<file path="src/rtl/arm_mem_pkg.sv">
// rtl/arm_mem_pkg.sv - shared types and defaults for the data-memory SRAM controller
// Purpose: FSM state encoding, parameter defaults and half-word select constants.
// Ports: none (package).
package arm_mem_pkg;

  localparam int DEF_WAIT_CYCLES = 2;
  localparam int DEF_ADDR_BASE   = 1024;
  localparam int DEF_SRAM_AW     = 18;

  // LSB of the SRAM half-word address selects which half of the 32-bit word.
  localparam logic HALF_LO = 1'b0;
  localparam logic HALF_HI = 1'b1;

  typedef enum logic [1:0] {
    ST_IDLE = 2'd0,
    ST_LOW  = 2'd1,
    ST_HIGH = 2'd2,
    ST_DONE = 2'd3
  } mem_state_e;

endpackage

</file>
<file path="src/rtl/sram_phase_timer.sv">
// rtl/sram_phase_timer.sv - wait-state counter for one SRAM half-word phase
// Purpose: counts cycles within a phase; last marks the final cycle of a phase.
// Ports:
//   clk   in  system clock
//   rst   in  synchronous active-high reset (counter to 0)
//   start in  clear the counter (held while the controller is idle)
//   en    in  count while a phase is active
//   last  out counter has reached WAIT_CYCLES
module sram_phase_timer
  import arm_mem_pkg::*;
#(
  parameter int WAIT_CYCLES = DEF_WAIT_CYCLES
) (
  input  logic clk,
  input  logic rst,
  input  logic start,
  input  logic en,
  output logic last
);

  localparam int CW = (WAIT_CYCLES > 0) ? $clog2(WAIT_CYCLES + 1) : 1;

  logic [CW-1:0] cnt_q, cnt_d;

  assign last = (cnt_q == CW'(WAIT_CYCLES));

  // The counter wraps to 0 on the last cycle so the next phase starts fresh
  // without a separate clear from the controller.
  always_comb begin
    cnt_d = cnt_q;
    if (start) begin
      cnt_d = '0;
    end else if (en) begin
      if (last) cnt_d = '0;
      else      cnt_d = cnt_q + CW'(1);
    end
  end

  always_ff @(posedge clk) begin
    if (rst) cnt_q <= '0;
    else     cnt_q <= cnt_d;
  end

endmodule

</file>
<file path="src/rtl/sram_mem_ctrl.sv">
// rtl/sram_mem_ctrl.sv - MEM-stage 32-bit load/store controller for a 16-bit async SRAM
// Purpose: splits each 32-bit access into low/high half-word SRAM phases with
//   programmable wait states; ready low freezes the pipeline while busy.
// Ports:
//   clk, rst            clock, synchronous active-high reset
//   rd_en, wr_en        load / store request (store wins if both)
//   address             byte address (ALU result)
//   write_data          store data
//   read_data           registered load data, valid from the DONE cycle
//   ready               high when no access is pending
//   sram_addr           SRAM half-word address
//   sram_dq_out/_oe     write data and bus drive enable
//   sram_dq_in          read data from SRAM
//   sram_we_n           active-low write strobe
module sram_mem_ctrl
  import arm_mem_pkg::*;
#(
  parameter int WAIT_CYCLES = DEF_WAIT_CYCLES,
  parameter int ADDR_BASE   = DEF_ADDR_BASE,
  parameter int SRAM_AW     = DEF_SRAM_AW
) (
  input  logic               clk,
  input  logic               rst,
  input  logic               rd_en,
  input  logic               wr_en,
  input  logic [31:0]        address,
  input  logic [31:0]        write_data,
  output logic [31:0]        read_data,
  output logic               ready,
  output logic [SRAM_AW-1:0] sram_addr,
  output logic [15:0]        sram_dq_out,
  output logic               sram_dq_oe,
  input  logic [15:0]        sram_dq_in,
  output logic               sram_we_n
);

  mem_state_e           state_q, state_d;
  logic [SRAM_AW-2:0]   word_q, word_d;
  logic [31:0]          wdata_q, wdata_d;
  logic                 wr_q, wr_d;
  logic [31:0]          read_data_q, read_data_d;

  logic                 req;
  logic [31:0]          offset;
  logic                 timer_start, timer_en, timer_last;
  logic                 unused_offset_bits;

  assign req    = rd_en | wr_en;
  assign offset = address - 32'(ADDR_BASE);
  // Only the word index bits that fit the SRAM are kept; the rest wrap away.
  assign unused_offset_bits = ^{offset[31:SRAM_AW+1], offset[1:0]};

  sram_phase_timer #(
    .WAIT_CYCLES (WAIT_CYCLES)
  ) u_timer (
    .clk   (clk),
    .rst   (rst),
    .start (timer_start),
    .en    (timer_en),
    .last  (timer_last)
  );

  always_comb begin
    state_d     = state_q;
    word_d      = word_q;
    wdata_d     = wdata_q;
    wr_d        = wr_q;
    read_data_d = read_data_q;
    timer_start = 1'b0;
    timer_en    = 1'b0;
    ready       = 1'b0;
    sram_addr   = '0;
    sram_dq_out = '0;
    sram_dq_oe  = 1'b0;
    sram_we_n   = 1'b1;

    unique case (state_q)
      ST_IDLE: begin
        timer_start = 1'b1;
        if (req) begin
          word_d  = offset[SRAM_AW:2];
          wdata_d = write_data;
          wr_d    = wr_en;
          state_d = ST_LOW;
        end else begin
          ready = 1'b1;
        end
      end
      ST_LOW: begin
        timer_en  = 1'b1;
        sram_addr = {word_q, HALF_LO};
        if (wr_q) begin
          sram_dq_out = wdata_q[15:0];
          sram_dq_oe  = 1'b1;
          sram_we_n   = 1'b0;
        end
        if (timer_last) begin
          if (!wr_q) read_data_d[15:0] = sram_dq_in;
          state_d = ST_HIGH;
        end
      end
      ST_HIGH: begin
        timer_en  = 1'b1;
        sram_addr = {word_q, HALF_HI};
        if (wr_q) begin
          sram_dq_out = wdata_q[31:16];
          sram_dq_oe  = 1'b1;
          sram_we_n   = 1'b0;
        end
        if (timer_last) begin
          if (!wr_q) read_data_d[31:16] = sram_dq_in;
          state_d = ST_DONE;
        end
      end
      ST_DONE: begin
        // Requests are ignored here so the pipeline sees one ready cycle
        // and advances before the next instruction is sampled in IDLE.
        ready   = 1'b1;
        state_d = ST_IDLE;
      end
      default: begin
        state_d = ST_IDLE;
      end
    endcase
  end

  always_ff @(posedge clk) begin
    if (rst) begin
      state_q     <= ST_IDLE;
      word_q      <= '0;
      wdata_q     <= '0;
      wr_q        <= 1'b0;
      read_data_q <= '0;
    end else begin
      state_q     <= state_d;
      word_q      <= word_d;
      wdata_q     <= wdata_d;
      wr_q        <= wr_d;
      read_data_q <= read_data_d;
    end
  end

  assign read_data = read_data_q;

endmodule
</file>
<file path="config.mk">
export PLATFORM = sky130hd
export DESIGN_NAME = sram_mem_ctrl
export DESIGN_NICKNAME = d
export VERILOG_FILES = /design/src/rtl/arm_mem_pkg.sv /design/src/rtl/sram_phase_timer.sv /design/src/rtl/sram_mem_ctrl.sv
export SDC_FILE = /design/constraint.sdc
export NUM_CORES = 1
export LEC_CHECK = 0
export CAP_MARGIN = 20
export CORE_ASPECT_RATIO = 0.6
export CORE_MARGIN = 5
export CORE_UTILIZATION = 42
export CTS_CLUSTER_DIAMETER = 200
export DETAILED_ROUTE_END_ITERATION = 7
export PLACE_DENSITY = 0.78
export SLEW_MARGIN = 15
export SYNTH_ARGS = -nofsm -noshare
export SYNTH_HDL_FRONTEND = slang
export SYNTH_HIERARCHICAL = 1
export SYNTH_SLANG_ARGS = --single-unit
</file>
<file path="constraint.sdc">
create_clock -name clk -period 2.8 [get_ports clk]
set_clock_uncertainty 0.2 [all_clocks]
set_input_delay 0.84 -clock clk [delete_from_list [all_inputs] [get_ports clk]]
set_output_delay 0.84 -clock clk [all_outputs]
set_load 0.005 [all_outputs]
</file>
==> flow_metrics.env <==
export IMPL_status="completed"
export IMPL_fmax_mhz=360
export IMPL_synth_fp_nets=547
export IMPL_finalWirelength_um=11100
export IMPL_hold_path_class="reg -> reg"
export IMPL_place_inst=697
export IMPL_grt_util_met3=0.0710
export IMPL_power_density_nw_per_um2=724
export IMPL_tightest_slew_ps=734
export IMPL_finalSetupTns_ps=0
export IMPL_insertion_delay_ps=330
export IMPL_rows=25
export IMPL_seq_area_um2=1720
export IMPL_finish_utilization=0.689
export IMPL_slew_violations=0
export IMPL_drive_above_1_share=0.107
export IMPL_slew_headroom=0.509
export IMPL_dp_hpwl_um=8120
export IMPL_finalHoldViolCount=0
export IMPL_final_cell_mix="nand2_1 (146), clkdlybuf4s50_1 (99), dfxtp_1 (84)"
export IMPL_met1_usage=0.274
export IMPL_grt_pass1_vias=3597
export IMPL_dr_pass1_iters=4
export IMPL_synth_main_ff_cell="dfxtp_1"
export IMPL_start_kind="flip-flop"
export IMPL_core_um2=8040
export IMPL_grt_overflow_total=0
export IMPL_max_cap_violations=0
export IMPL_met2_usage=0.342
export IMPL_setup_violations_final=0
export IMPL_cts_hold_buf=0
export IMPL_ys_ff_latch=86
export IMPL_vias=3660
export IMPL_synthArstFlopShare=0
export IMPL_die_w_um=129
export IMPL_clk_pin_slew_worst_paths_ps=60
export IMPL_cp_max_fo=10
export IMPL_grt_first_pass_wirelength_um=17700
export IMPL_cts_tree="built"
export IMPL_area_growth_pct=56.5
export IMPL_period_needed_ps=2780
export IMPL_drcViolationCount=0
export IMPL_antenna_found_initial=1
export IMPL_viasPerCell=5.13
export IMPL_antenna_left=0
export IMPL_globalplace_congestion=0.795
export IMPL_numCtsBuffers=9
export IMPL_seq_area_frac_synth=0.486
export IMPL_multi_input_area_um2=1770
export IMPL_htreeDepth=3
export IMPL_layout_nets=691
export IMPL_die_h_um=81.1
export IMPL_synth_warnings=6
export IMPL_antennaDiodeCount=0
export IMPL_finalCritPeriodShare=0.992
export IMPL_start_util=0.440
export IMPL_syn_area_um2=3540
export IMPL_cts_root_buf="clkbuf_16"
export IMPL_rsz0062_at_grt="true"
export IMPL_stdcell_count=714
export IMPL_ys_types=34
export IMPL_port_buffers=137
export IMPL_cp_end_kind="output pin"
export IMPL_synth_edff_count=0
export IMPL_mostFrequentLayoutCell="nand2_1"
export IMPL_synth_cells=457
export IMPL_cts_sinks=86
export IMPL_cts_path_max_buffers=2
export IMPL_wl_per_cell_um=15.6
export IMPL_io_pins=153
export IMPL_die_area_um2=10400
export IMPL_busiest_layer="met2"
export IMPL_p_leak_nw=2.13
export IMPL_grt_total_usage=0.212
export IMPL_grt_max_degree=52
export IMPL_required_ps=1760
export IMPL_fillers=663
export IMPL_ir_worst_vdd_v=0.000346
export IMPL_syn_avg_cell_area_um2=7.75
export IMPL_worstSetupPathType="reg -> out"
export IMPL_drt_initial_drc_count=208
export IMPL_arrival_ps=1740
## power by group
| part | leakage (nW) | internal, mW | total, mW | switching [mW] |
|---|---|---|---|---|
| Clock | 0.144 | 0.716 | 1.17 | 0.453 |
| Combinational | 1.28 | 0.604 | 1.28 | 0.673 |
| Sequential | 0.704 | 1.44 | 1.56 | 0.123 |
| Total | 2.13 | 2.76 | 4.01 | 1.25 |
## layer usage
metal  wire length, um  vias to the layer above
met5                13                        -
met4               102                        2
met3               821                       13
met2              5130                      120
met1              5070                     1711
li1                  -                     1814
## cell usage after synthesis, drive strengths merged (3+ instances only)
| cell type | instances | area [um^2] |
|---|---|---|
| nor2 | 26 | 97.6 |
| nor3b | 4 | 30.0 |
| a21oi | 75 | 375 |
| nand2 | 147 | 552 |
| clkbuf | 30 | 113 |
| a211oi | 9 | 72.6 |
| nand3b | 3 | 22.5 |
| o21ai | 3 | 15.0 |
| dfxtp | 86 | 1720 |
| inv | 5 | 18.8 |
| and2 | 17 | 106 |
| ha | 6 | 75.1 |
| nor4 | 4 | 25.0 |
| a22oi | 16 | 120 |
## through the flow
stage               total power [mW]  hold slack [ps]  cell area (um^2)  setup slack [ps]
global placement                2.72              237              5200              -416
global route                    4.23              269              5540             -34.2
detailed placement              2.78              246              5200              -455
floorplan                       2.19              232              3540               300
finish                          4.01              251              5540              23.3
CTS                             4.01              255              5510              9.66
## layout make-up
| class | count | area share |
|---|---|---|
| Multi-Input combinational cell | 335 | 0.319 |
| Sequential cell | 86 | 0.311 |
| Inverter | 5 | 0.00339 |
| Clock buffer | 13 | 0.0452 |
| Clock inverter | 3 | 0.00790 |
| Timing Repair Buffer | 164 | 0.289 |
| Tap cell | 108 | 0.0244 |
## flip-flops by register name, summed over array words and instances (netlist names)
signal and count:
read_data 32, wdata_q 32, word_q 17, state_q 2, u_timer/cnt_q 2, wr_q 1
## kinds of logic (layout without fill, tap and decap cells)
family,Yosys count,in the layout,synth area share
compound gates,111,111,0.183
xor+xnor,2,2,0.00495
fa+ha+maj,6,6,0.0212
buf+inv,36,185,0.0382
flops,86,86,0.486
simple gates,216,216,0.266
## worst paths after layout
path	startpoint	to	slack, ps	cells past startpoint
worst max register to register	state_q[1]$_SDFFE_PP0P_	read_data[8]$_SDFFE_PP0P_	800	6
worst min register to register	word_q[7]$_SDFFE_PP0P_	word_q[7]$_SDFFE_PP0P_	250	2
worst min-delay path	word_q[7]$_SDFFE_PP0P_	word_q[7]$_SDFFE_PP0P_	250	2
worst max-delay path	state_q[0]$_SDFFE_PP0P_	sram_we_n	20	5
## critical path: stages (launching register included)
cell             delay (ps)
dfxtp_2                 330
inv_2                   120
ha_4                    240
nand2_4                  90
buf_12                  130
clkdlybuf4s50_1         500
## repair_timing
item | CTS | global route
pin swaps | 3 | 0
setup buffers | 1 | 0
endpoints found under the setup margin | 37 | 18
gates resized for setup | 69 | 13
(Power assumes the default switching activity.)
